`src/rtl/rv32i_pkg.sv`:
```
// Shared RV32I definitions for the fetch stage: widths, reset defaults, NOP
// encoding, fetch-state encoding and base opcodes.
package rv32i_pkg;

    localparam int          XLEN             = 32;
    localparam logic [31:0] RESET_PC_DEFAULT = 32'h0000_0000;
    localparam logic [31:0] NOP_INSTR        = 32'h0000_0013;

    typedef enum logic [2:0] {
        FS_RESET = 3'd0,
        FS_REQ   = 3'd1,
        FS_WAIT  = 3'd2,
        FS_VALID = 3'd3,
        FS_HALT  = 3'd4
    } fetch_state_e;

    localparam logic [6:0] OP_LUI    = 7'b0110111;
    localparam logic [6:0] OP_AUIPC  = 7'b0010111;
    localparam logic [6:0] OP_JAL    = 7'b1101111;
    localparam logic [6:0] OP_JALR   = 7'b1100111;
    localparam logic [6:0] OP_BRANCH = 7'b1100011;
    localparam logic [6:0] OP_LOAD   = 7'b0000011;
    localparam logic [6:0] OP_STORE  = 7'b0100011;
    localparam logic [6:0] OP_IMM    = 7'b0010011;
    localparam logic [6:0] OP_REG    = 7'b0110011;

    function automatic logic [6:0] get_opcode(input logic [31:0] instr);
        return instr[6:0];
    endfunction

endpackage

```
`src/rtl/instr_fetch_unit_if.sv`:
```
// Instruction-memory req/gnt/rvalid handshake between the fetch unit (master)
// and the instruction memory (slave).
interface instr_fetch_unit_if #(
    parameter int XLEN = rv32i_pkg::XLEN
);
    logic            imem_req;
    logic [XLEN-1:0] imem_addr;
    logic            imem_gnt;
    logic            imem_rvalid;
    logic [XLEN-1:0] imem_rdata;

    modport master (
        output imem_req, imem_addr,
        input  imem_gnt, imem_rvalid, imem_rdata
    );

    modport slave (
        input  imem_req, imem_addr,
        output imem_gnt, imem_rvalid, imem_rdata
    );
endinterface

```
`src/rtl/instr_fetch_unit_pc_next_calc.sv`:
```
// Next-PC arithmetic: pc+4 or pc+ImmExt, with alignment handling selected by
// MISALIGN_TRAP_EN (flag a misaligned taken target, or force bits [1:0] to zero).
module pc_next_calc #(
    parameter int XLEN = rv32i_pkg::XLEN
) (
    input  logic [XLEN-1:0] pc,
    input  logic            pcsrc,
    input  logic [XLEN-1:0] imm_ext,
    output logic [XLEN-1:0] pc_plus4,
    output logic [XLEN-1:0] next_pc
`ifdef MISALIGN_TRAP_EN
    ,
    output logic            misaligned
`endif
);
    logic [XLEN-1:0] target;

    // Both sums wrap modulo 2^XLEN.
    assign pc_plus4 = pc + XLEN'(4);
    assign target   = pcsrc ? (pc + imm_ext) : pc_plus4;

`ifdef MISALIGN_TRAP_EN
    assign next_pc    = target;
    assign misaligned = pcsrc & (|target[1:0]);
`else
    assign next_pc    = target & ~XLEN'(3);
`endif

endmodule

```
`src/rtl/instr_fetch_unit.sv`:
```
// Fetch stage: PC register, one-at-a-time instruction fetch over req/gnt/rvalid,
// holds the instruction for decode until retire. Optional macro: MISALIGN_TRAP_EN.
module instr_fetch_unit #(
    parameter int              XLEN     = rv32i_pkg::XLEN,
    parameter logic [XLEN-1:0] RESET_PC = XLEN'(rv32i_pkg::RESET_PC_DEFAULT)
) (
    input  logic                clk,
    input  logic                rst,
    instr_fetch_unit_if.master  imem,
    output logic [XLEN-1:0]     instr,
    output logic                instr_valid,
    output logic [XLEN-1:0]     pc,
    output logic [XLEN-1:0]     pc_plus4,
    input  logic                ex_ready,
    input  logic                PCsrc,
    input  logic [XLEN-1:0]     ImmExt,
    output logic                misalign_trap
);
    import rv32i_pkg::*;

    fetch_state_e    state_reg, state_next;
    logic [XLEN-1:0] pc_reg, pc_next;
    logic [XLEN-1:0] instr_reg, instr_next;
    logic            instr_valid_reg, instr_valid_next;
    logic [XLEN-1:0] calc_pc;
`ifdef MISALIGN_TRAP_EN
    logic            trap_reg, trap_next;
    logic            calc_misaligned;
`endif

    pc_next_calc #(.XLEN(XLEN)) u_pc_next_calc (
        .pc         (pc_reg),
        .pcsrc      (PCsrc),
        .imm_ext    (ImmExt),
        .pc_plus4   (pc_plus4),
        .next_pc    (calc_pc)
`ifdef MISALIGN_TRAP_EN
        ,
        .misaligned (calc_misaligned)
`endif
    );

    always_ff @(posedge clk) begin
        if (rst) begin
            state_reg       <= FS_RESET;
            pc_reg          <= RESET_PC;
            instr_reg       <= XLEN'(NOP_INSTR);
            instr_valid_reg <= 1'b0;
`ifdef MISALIGN_TRAP_EN
            trap_reg        <= 1'b0;
`endif
        end else begin
            state_reg       <= state_next;
            pc_reg          <= pc_next;
            instr_reg       <= instr_next;
            instr_valid_reg <= instr_valid_next;
`ifdef MISALIGN_TRAP_EN
            trap_reg        <= trap_next;
`endif
        end
    end

    always_comb begin
        state_next       = state_reg;
        pc_next          = pc_reg;
        instr_next       = instr_reg;
        instr_valid_next = instr_valid_reg;
`ifdef MISALIGN_TRAP_EN
        trap_next        = trap_reg;
`endif
        case (state_reg)
            FS_RESET: state_next = FS_REQ;
            FS_REQ: begin
                if (imem.imem_gnt) begin
                    if (imem.imem_rvalid) begin
                        instr_next       = imem.imem_rdata;
                        instr_valid_next = 1'b1;
                        state_next       = FS_VALID;
                    end else begin
                        state_next = FS_WAIT;
                    end
                end
            end
            FS_WAIT: begin
                if (imem.imem_rvalid) begin
                    instr_next       = imem.imem_rdata;
                    instr_valid_next = 1'b1;
                    state_next       = FS_VALID;
                end
            end
            FS_VALID: begin
                // PCsrc/ImmExt only matter on the retiring cycle.
                if (ex_ready) begin
                    pc_next          = calc_pc;
                    instr_valid_next = 1'b0;
                    state_next       = FS_REQ;
`ifdef MISALIGN_TRAP_EN
                    if (calc_misaligned) begin
                        trap_next  = 1'b1;
                        state_next = FS_HALT;
                    end
`endif
                end
            end
`ifdef MISALIGN_TRAP_EN
            FS_HALT: state_next = FS_HALT;
`endif
            default: state_next = FS_RESET;
        endcase
    end

    assign imem.imem_req  = (state_reg == FS_REQ);
    assign imem.imem_addr = pc_reg;
    assign instr          = instr_reg;
    assign instr_valid    = instr_valid_reg;
    assign pc             = pc_reg;
`ifdef MISALIGN_TRAP_EN
    assign misalign_trap  = trap_reg;
`else
    assign misalign_trap  = 1'b0;
`endif

endmodule
```
`src/flat_wrapper.sv`:
```
// flat-port wrapper written by rule: the top's interface ports become plain ports
module instr_fetch_unit_flat import rv32i_pkg::*;
#(
    parameter int              XLEN     = rv32i_pkg::XLEN,
    parameter logic [XLEN-1:0] RESET_PC = XLEN'(rv32i_pkg::RESET_PC_DEFAULT)
)
  (clk, rst, instr, instr_valid, pc, pc_plus4, ex_ready, PCsrc, ImmExt, misalign_trap, imem_imem_req, imem_imem_addr, imem_imem_gnt, imem_imem_rvalid, imem_imem_rdata);
  instr_fetch_unit_if #(.XLEN(XLEN)) imem_i ();
  input  logic clk;
  input  logic rst;
  output logic [XLEN-1:0] instr;
  output logic instr_valid;
  output logic [XLEN-1:0] pc;
  output logic [XLEN-1:0] pc_plus4;
  input  logic ex_ready;
  input  logic PCsrc;
  input  logic [XLEN-1:0] ImmExt;
  output logic misalign_trap;
  output wire logic [$bits(imem_i.imem_req)-1:0] imem_imem_req;
  output wire logic [$bits(imem_i.imem_addr)-1:0] imem_imem_addr;
  input wire logic [$bits(imem_i.imem_gnt)-1:0] imem_imem_gnt;
  input wire logic [$bits(imem_i.imem_rvalid)-1:0] imem_imem_rvalid;
  input wire logic [$bits(imem_i.imem_rdata)-1:0] imem_imem_rdata;
  assign imem_imem_req = imem_i.imem_req;
  assign imem_imem_addr = imem_i.imem_addr;
  assign imem_i.imem_gnt = imem_imem_gnt;
  assign imem_i.imem_rvalid = imem_imem_rvalid;
  assign imem_i.imem_rdata = imem_imem_rdata;
  instr_fetch_unit #(.XLEN(XLEN), .RESET_PC(RESET_PC)) u_core (.clk(clk), .rst(rst), .imem(imem_i), .instr(instr), .instr_valid(instr_valid), .pc(pc), .pc_plus4(pc_plus4), .ex_ready(ex_ready), .PCsrc(PCsrc), .ImmExt(ImmExt), .misalign_trap(misalign_trap));
endmodule
```
`config.mk`:
```
export PLATFORM = sky130hd
export DESIGN_NAME = instr_fetch_unit_flat
export DESIGN_NICKNAME = d
export VERILOG_FILES = /design/src/rtl/rv32i_pkg.sv /design/src/rtl/instr_fetch_unit_if.sv /design/src/rtl/instr_fetch_unit_pc_next_calc.sv /design/src/rtl/instr_fetch_unit.sv /design/src/flat_wrapper.sv
export SDC_FILE = /design/constraint.sdc
export NUM_CORES = 1
export LEC_CHECK = 0
export ABC_AREA = 1
export CORE_MARGIN = 5
export CORE_UTILIZATION = 49
export DETAILED_ROUTE_END_ITERATION = 7
export MAX_ROUTING_LAYER = met4
export PLACE_DENSITY = 0.83
export SYNTH_ARGS = -nofsm -noshare
export SYNTH_HDL_FRONTEND = slang
export SYNTH_HIERARCHICAL = 1
export SYNTH_SLANG_ARGS = --single-unit
```
`constraint.sdc`:
```
create_clock -name clk -period 2.3 [get_ports clk]
set_input_delay 0.345 -clock clk [delete_from_list [all_inputs] [get_ports clk]]
set_output_delay 0.345 -clock clk [all_outputs]
set_load 0.01 [all_outputs]
```
==> results of run 1 <==
## synth_stat cells, drive strengths merged
| library cell | n | area share |
|---|---|---|
| inv | 230 | 0.13 |
| dfxtp | 67 | 0.20 |
| a21oi | 24 | 0.018 |
| buf | 56 | 0.060 |
| clkbuf | 10 | 0.0056 |
| o21bai | 2 | 0.0022 |
| xor2 | 16 | 0.022 |
| and3 | 1 | 0.00094 |
| nand4 | 4 | 0.0037 |
| xnor2 | 27 | 0.038 |
| conb | 2 | 0.0011 |
| nand3b | 8 | 0.0090 |
| nor2 | 160 | 0.097 |
| nand3 | 87 | 0.071 |
| nand2 | 388 | 0.22 |
| nand2b | 1 | 0.00094 |
| and2 | 1 | 0.00094 |
| ha | 36 | 0.068 |
| nor3 | 14 | 0.016 |
| o21ai | 48 | 0.036 |
## cells by family after synthesis
| family | Yosys count | synth area share |
|---|---|---|
| and+or+nand+nor | 664 | 0.420 |
| buffers and inverters | 296 | 0.195 |
| AOI/OAI and AO/OA | 74 | 0.0563 |
| DFF | 67 | 0.201 |
| xor gates and xnor gates | 43 | 0.0598 |
| adders and majority gates | 36 | 0.0675 |
| other | 2 | 0.00113 |
## per-stage QoR
step	instances	worst slack, ns	setup TNS, ns
floorplan	1183	0.419	0
global placement	1590	-0.132	-1.30
detailed placement	1590	-0.184	-2.34
CTS	1616	-0.0460	-0.0709
global route	1622	-0.126	-0.883
finish	1622	-0.106	-0.319
## worst max path at each step
stage                                         start                        end  slack [ns]  cells past startpoint
after CTS                 u_core/imem.imem_addr[15]               pc_plus4[26]       -0.05                      8
after detailed placement                 ImmExt[11]  u_core/imem.imem_addr[23]       -0.18                     14
after floorplan            u_core/imem.imem_addr[5]  u_core/imem.imem_addr[31]        0.42                     13
after global placement                   ImmExt[14]  u_core/imem.imem_addr[23]       -0.13                     14
after global routing       u_core/imem.imem_addr[8]  u_core/imem.imem_addr[18]       -0.13                     16
final                      u_core/imem.imem_addr[4]               pc_plus4[16]       -0.11                      8
## worst max-delay path, stage by stage, from the launching register on
cell	delay [ns]
dfxtp_4	0.37
nand2_1	0.10
nor2_2	0.18
nand2_2	0.14
inv_2	0.10
nand3_4	0.11
xor2_1	0.26
buf_4	0.18
dlygate4sd2_1	0.28
## power by group through the flow
stage	clock (uW)	combinational (uW)	sequential (uW)
3_5_place_dp	0	3250	1580
6_report	1530	3500	1590
3_3_place_gp	0	3190	1570
5_1_grt	1580	3820	1610
2_1_floorplan	0	1680	1710
4_1_cts	1540	3280	1570
## area by class of cell
type                    instances  share of cell area
multi-input cells             820               0.448
repair buffers                313               0.277
flip-flops and latches         67               0.136
inverters                     230              0.0852
clock buffers                  12              0.0252
well taps                     176              0.0217
clock inverters                 4             0.00714
## routing by layer
layer	part of all wire	up-vias	GRT usage
met3	0.10	127	0.0425
met4	0.055	0	0.154
li1	-	4014	-
met2	0.45	547	0.481
met1	0.39	3790	0.366
met5	0	-	-
## repair_timing
| action | in CTS | in global routing |
|---|---|---|
| endpoints found under the setup margin | 26 | 42 |
| setup buffers | 10 | 6 |
| resized for setup | 85 | 118 |
| gates cloned | 0 | 0 |
| pin swaps | 14 | 23 |
==> reports/metrics.yaml, run 1 <==
io-pin-count: 201
switching_share: 0.392
drive_gt1_frac: 0.198
die_area_um2: 16100
cts_max_level: 3
start_util: 0.502
slew_viol_final: 0
grt_pass1_wl_um: 37900
place_hpwl_um: 18400
power_uw: 6620
p_sw_uw: 2590
cts_tree: "done"
synth_area_um2: 6670
fin_crit_sh: 1.05
max_freq_mhz: 416
via_count: 8478
synth.distinct_cells: 35
clk_pin_slew_ns: 0.06
seqCellArea_um2: 1380
hold_ws_ns: 0.449
die_x_um: 127
multi_input_area_um2: 4560
avgRoutedWirePerCell_um: 16.0
drt-total-wl_um: 26000
min_path_cells: 2
viasPerCell: 5.23
maxCapViolCount: 0
clock_path_buffers: 2
clkPwrFrac: 0.231
grt_overflow: 0
max-vdd-ir-drop_mv: 0.398
worstSkewPairLatency_ns: 0.33
rr_startpoint: "u_core/imem.imem_addr[8]"
violations: "negative setup slack"
placed_cell_area_um2: 9200
ant_nets: 0
layout_commonest_cell: "nand2_1"
r2r_slack_ns: 0.02
grt_setup_unrepaired: "yes"
p_int_uw: 4030
design_area_um2: 10200
grt_pass1_vias: 7818
synth_cells: 1182
die_y_um: 127
area_growth_pct: 52.3
drc: 0
r2r-end: "u_core/imem.imem_addr[18]"
antenna_found_initial: 0
crit_fanout: 4
pwr-share-comb: 0.529
hold_class: "reg -> reg"
crit_path_start_kind: "register"
cts-root-buf: "clkbuf_16"
portBuffers: 199
layout_common_cells: "nand2_1, inv_1, clkdlybuf4s50_1"
period_needed_ns: 2.41
cts_sinks: 67
min_to: "u_core/instr_valid"
coreArea_um2: 13300
gp_congestion: 0.962
status: "finished, violations left"
initialDrtViolationCount: 791
finalHoldViolCount: 0
num_rows: 42
arrival_ns: 2.06
drtPass1Iterations: 8
n_antenna_cell: 0
cp-end-kind: "primary output"
grt_max_degree: 36
critPathRequiredTime_ns: 1.96
grt_use_total: 0.299
seq_power_share: 0.240
finClkSkew_ns: 0.00707
reg2reg_depth: 14
ys_seq_elements: 67
hold_buffers: 0
fin_util: 0.764
synth-warning-count: 6
leakagePower_uw: 0.00532
nets: 1547
n_fill_cell: 993
cts_buffers: 9
yosysSeqAreaShare: 0.201
syn_area_per_cell_um2: 5.65
hp-start: "u_core/instr_valid"
critPathKind: "reg -> out"
setup_viol: 7
powerDensity_nw_per_um2: 652
layout_setup_ws_ns: -0.106
No activity file was read; power rests on OpenSTA's default activity.
==> inputs of run 2 (changes only) <==
--- a/config.mk
+++ b/config.mk
@@ -6,11 +6,13 @@
 export NUM_CORES = 1
 export LEC_CHECK = 0
 export ABC_AREA = 1
+export ABC_CLOCK_PERIOD_IN_PS = 2300
 export CORE_MARGIN = 5
 export CORE_UTILIZATION = 49
 export DETAILED_ROUTE_END_ITERATION = 7
 export MAX_ROUTING_LAYER = met4
 export PLACE_DENSITY = 0.83
+export SLEW_MARGIN = 20
 export SYNTH_ARGS = -nofsm -noshare
 export SYNTH_HDL_FRONTEND = slang
 export SYNTH_HIERARCHICAL = 1
==> results of run 2 <==
Same layout as run 1: the final DEF is identical, and so are final timing and power.
==> inputs of run 3 (changes only) <==
--- a/config.mk
+++ b/config.mk
@@ -7,13 +7,12 @@
 export LEC_CHECK = 0
 export ABC_AREA = 1
 export ABC_CLOCK_PERIOD_IN_PS = 2300
-export CORE_MARGIN = 5
-export CORE_UTILIZATION = 49
+export CORE_UTILIZATION = 47
+export CTS_CLUSTER_SIZE = 10
 export DETAILED_ROUTE_END_ITERATION = 7
 export MAX_ROUTING_LAYER = met4
 export PLACE_DENSITY = 0.83
 export SLEW_MARGIN = 20
 export SYNTH_ARGS = -nofsm -noshare
 export SYNTH_HDL_FRONTEND = slang
-export SYNTH_HIERARCHICAL = 1
 export SYNTH_SLANG_ARGS = --single-unit
==> run 3 against run 2 <==
  * The run now ends clean
  * Global-route usage up 2.4 points
  * Sequential cell count fell by 2
  * Register-to-register slack better by 0.03 ns
  * Via count fell by 13%
  * Wire length down 17%
  * Combinational power decreased by 35%
  * Critical endpoint is now pc_plus4[17]
  * Highest routed layer unchanged
==> reports/metrics.yaml, run 3 <==
place_inst: 1362  # was 1590
place_hpwl_um: 15500  # was 18400 um
crit_fanout: 3  # was 4
tightest_slew_ns: 0.573
n_antenna_cell: 0  # unchanged
r2r_slack_ns: 0.05  # was 0.02 ns
status: "complete, no violations"  # was finished, violations left
grt_pass1_vias: 6472  # was 7818
synth_top_family_by_area: "simple AND/OR/NAND/NOR gates"  # unchanged
layout_setup_ws_ns: 0.0103  # was -0.106 ns
synthAdderAreaFrac: 0.0786  # was 0.0675
period_needed_ns: 2.29  # was 2.41 ns
cts_buffers: 9  # unchanged
fin_util: 0.732  # was 0.764
clkPwrFrac: 0.291  # was 0.231
synth_simple_gate_area_share: 0.378  # was 0.420
layout_common_cells: "nand2_1, clkdlybuf4s50_1, inv_1"  # was nand2_1, inv_1, clkdlybuf4s50_1
cts_tree: "done"  # unchanged
layout_commonest_cell: "nand2_1"  # unchanged
slew_viol_final: 0  # unchanged
grt_use_total: 0.323  # was 0.299
worstSkewPairLatency_ns: 0.33  # about the same
nets: 1324  # was 1547
synth.distinct_cells: 43  # was 35
setup_viol: 0  # was 7
max_freq_mhz: 437  # was 416 MHz
drt-total-wl_um: 21600  # was 26000 um
cts-root-buf: "clkbuf_16"  # unchanged
largest_reg_flops: 32
drtPass1Iterations: 5  # was 8
powerDensity_nw_per_um2: 590  # was 652 nW/um2
yosysMostFrequentCell: "nand2_1"  # unchanged
synthXorXnorAreaFrac: 0.0432  # was 0.0598
grt_setup_unrepaired: "yes"  # unchanged
die_area_um2: 12800  # was 16100 um2
avgRoutedWirePerCell_um: 15.5  # was 16.0 um
p_sw_uw: 1870  # was 2590 uW
ant_nets: 0  # unchanged
stdcell_count: 1391  # was 1622
synth_area_leaders: "dfxtp_1, nand2_1, a21oi_1"  # was nand2_1, dfxtp_1, inv_1
hold_buffers: 0  # unchanged
cp-end-kind: "primary output"  # unchanged
antenna_found_initial: 0  # unchanged
synth-warning-count: 0  # was 6
yosysTopAreaCell: "dfxtp_1"  # was nand2_1
pwr-share-comb: 0.434  # was 0.529
ys_top_cells_by_count: "nand2_1, inv_1, a21oi_1, nor2_1, dfxtp_1"  # was nand2_1, inv_1, nor2_1, nand3_1, dfxtp_1
yosysSeqAreaShare: 0.223  # was 0.201
synth_edf_count: 0  # unchanged
finClkSkew_ns: 0.00769  # was 0.00707 ns
finalHoldViolCount: 0  # unchanged
crit_path_start_kind: "register"  # unchanged
switching_share: 0.360  # was 0.392
synthMuxAreaShare: 0  # unchanged
portBuffers: 191  # was 199
critPathRequiredTime_ns: 1.96  # about the same
io-pin-count: 201  # unchanged
synth_cells: 975  # was 1182
via_count: 7356  # was 8478
syn_area_per_cell_um2: 5.98  # was 5.65 um2
synth_compound_area_frac: 0.132  # was 0.0563
synth_area_um2: 5830  # was 6670 um2
clock_path_buffers: 2  # unchanged
grt_overflow: 0  # unchanged
die_x_um: 113  # was 127 um
initialDrtViolationCount: 884  # was 791
fin_crit_sh: 0.996  # was 1.05
seq_power_share: 0.275  # was 0.240
worstSetupStartpoint: "u_core.imem.imem_addr[14]"  # was u_core/imem.imem_addr[4]
hold_class: "in -> reg"  # was reg -> reg
arrival_ns: 1.94  # was 2.06 ns
coreArea_um2: 12100  # was 13300 um2
drc: 0  # unchanged
r2r-end: "u_core.imem.imem_addr[31]"  # was u_core/imem.imem_addr[18]
cts_sinks: 65  # was 67
maxCapViolCount: 0  # unchanged
max-vdd-ir-drop_mv: 0.409  # was 0.398 mV
critPathKind: "reg -> out"  # unchanged
reg2reg_depth: 14  # unchanged
ys.flop_type: "dfxtp_1"  # unchanged
drive_gt1_frac: 0.158  # was 0.198
ys_seq_elements: 65  # was 67
grt_pass1_wl_um: 31900  # was 37900 um
area_growth_pct: 51.5  # was 52.3%
hold_ws_ns: 0.408  # was 0.449 ns
die_y_um: 113  # was 127 um
start_util: 0.483  # was 0.502
preCtsSetupSlack_ns: -0.180  # was -0.184 ns
setup_tns_ns: 0  # was -0.319 ns
clk_pin_slew_ns: 0.06  # about the same
rr_startpoint: "u_core.imem.imem_addr[10]"  # was u_core/imem.imem_addr[8]
relSlewSlack: 0.617
num_rows: 40  # was 42
gp_congestion: 0.996  # was 0.962
critPathCapture: "pc_plus4[17]"  # was pc_plus4[16]
grt_max_degree: 34  # was 36
leakagePower_uw: 0.00440  # was 0.00532 uW
viasPerCell: 5.29  # was 5.23
cts_max_level: 3  # unchanged
netlist.area_leader.share: 0.223  # was 0.216
synthArstFlopShare: 0  # unchanged
p_int_uw: 3330  # was 4030 uW
==> run 3: layout make-up <==
class	instances	area, um2
clock buffers	10	239
clock inverters	6	90.1
fillers	911	3240
well taps	168	210
multi-input cells	734	3890
inverters	120	450
repair buffers	288	2610
flip-flops and latches	65	1330
==> run 3: worst max-delay path: stages, from the launching register on <==
cell and delay (ns):
dfxtp_1 0.36, nand2_1 0.13, nor2_2 0.16, nand4_1 0.18, nor2_1 0.24, xor2_2 0.24, dlygate4sd2_1 0.29
==> run 3: per-stage QoR <==
step,instance area (um2),total power [uW]
finish,8830,5200
global route,8830,5460
CTS,8680,5130
detailed placement,8210,3600
global placement,8210,3560
floorplan,5850,2600
==> run 3: how the worst min path moves through the flow <==
stage / endpoint / slack [ns] / from / depth (start not counted)
2_1_floorplan: u_core.instr[0] / 0.46 / imem_imem_rdata[0] / 2
3_3_place_gp: u_core.instr[3] / 0.45 / u_core.instr[3] / 2
3_5_place_dp: u_core.instr[25] / 0.45 / u_core.instr[25] / 2
4_1_cts: u_core.instr[16] / 0.40 / rst / 2
5_1_grt: u_core.instr[16] / 0.39 / rst / 2
6_report: u_core.instr[19] / 0.41 / rst / 2
==> run 3: cells by family after synthesis <==
group / count (synthesis)
other: 1
XOR/XNOR: 27
buffers and inverters: 182
AND/OR/NAND/NOR: 521
AO/OA/AOI/OAI: 143
flip-flops: 65
adder cells (fa/ha/maj): 36
==> run 3: power by group through the flow <==
| stage | combinational, uW | sequential [uW] | clock [uW] |
|---|---|---|---|
| after floorplan | 1070 | 1530 | 0 |
| after global placement | 2130 | 1430 | 0 |
| after detailed placement | 2170 | 1430 | 0 |
| after CTS | 2200 | 1420 | 1510 |
| after global routing | 2430 | 1450 | 1580 |
| final | 2260 | 1430 | 1520 |
==> run 3: repair_timing <==
item                       CTS  global route
setup endpoints to repair   26            30
gates resized for setup     54            44
setup buffers                8             5
hold endpoints to repair     0             0
pin swaps                    8            13
==> run 3: per-layer routing <==
metal  vias up  GRT usage  wire (um)
li1       3539          -          -
met1      3332      0.408       8660
met2       428      0.524      10200
met3        57     0.0396       2030
met4         0      0.130        704
met5         -          -          0
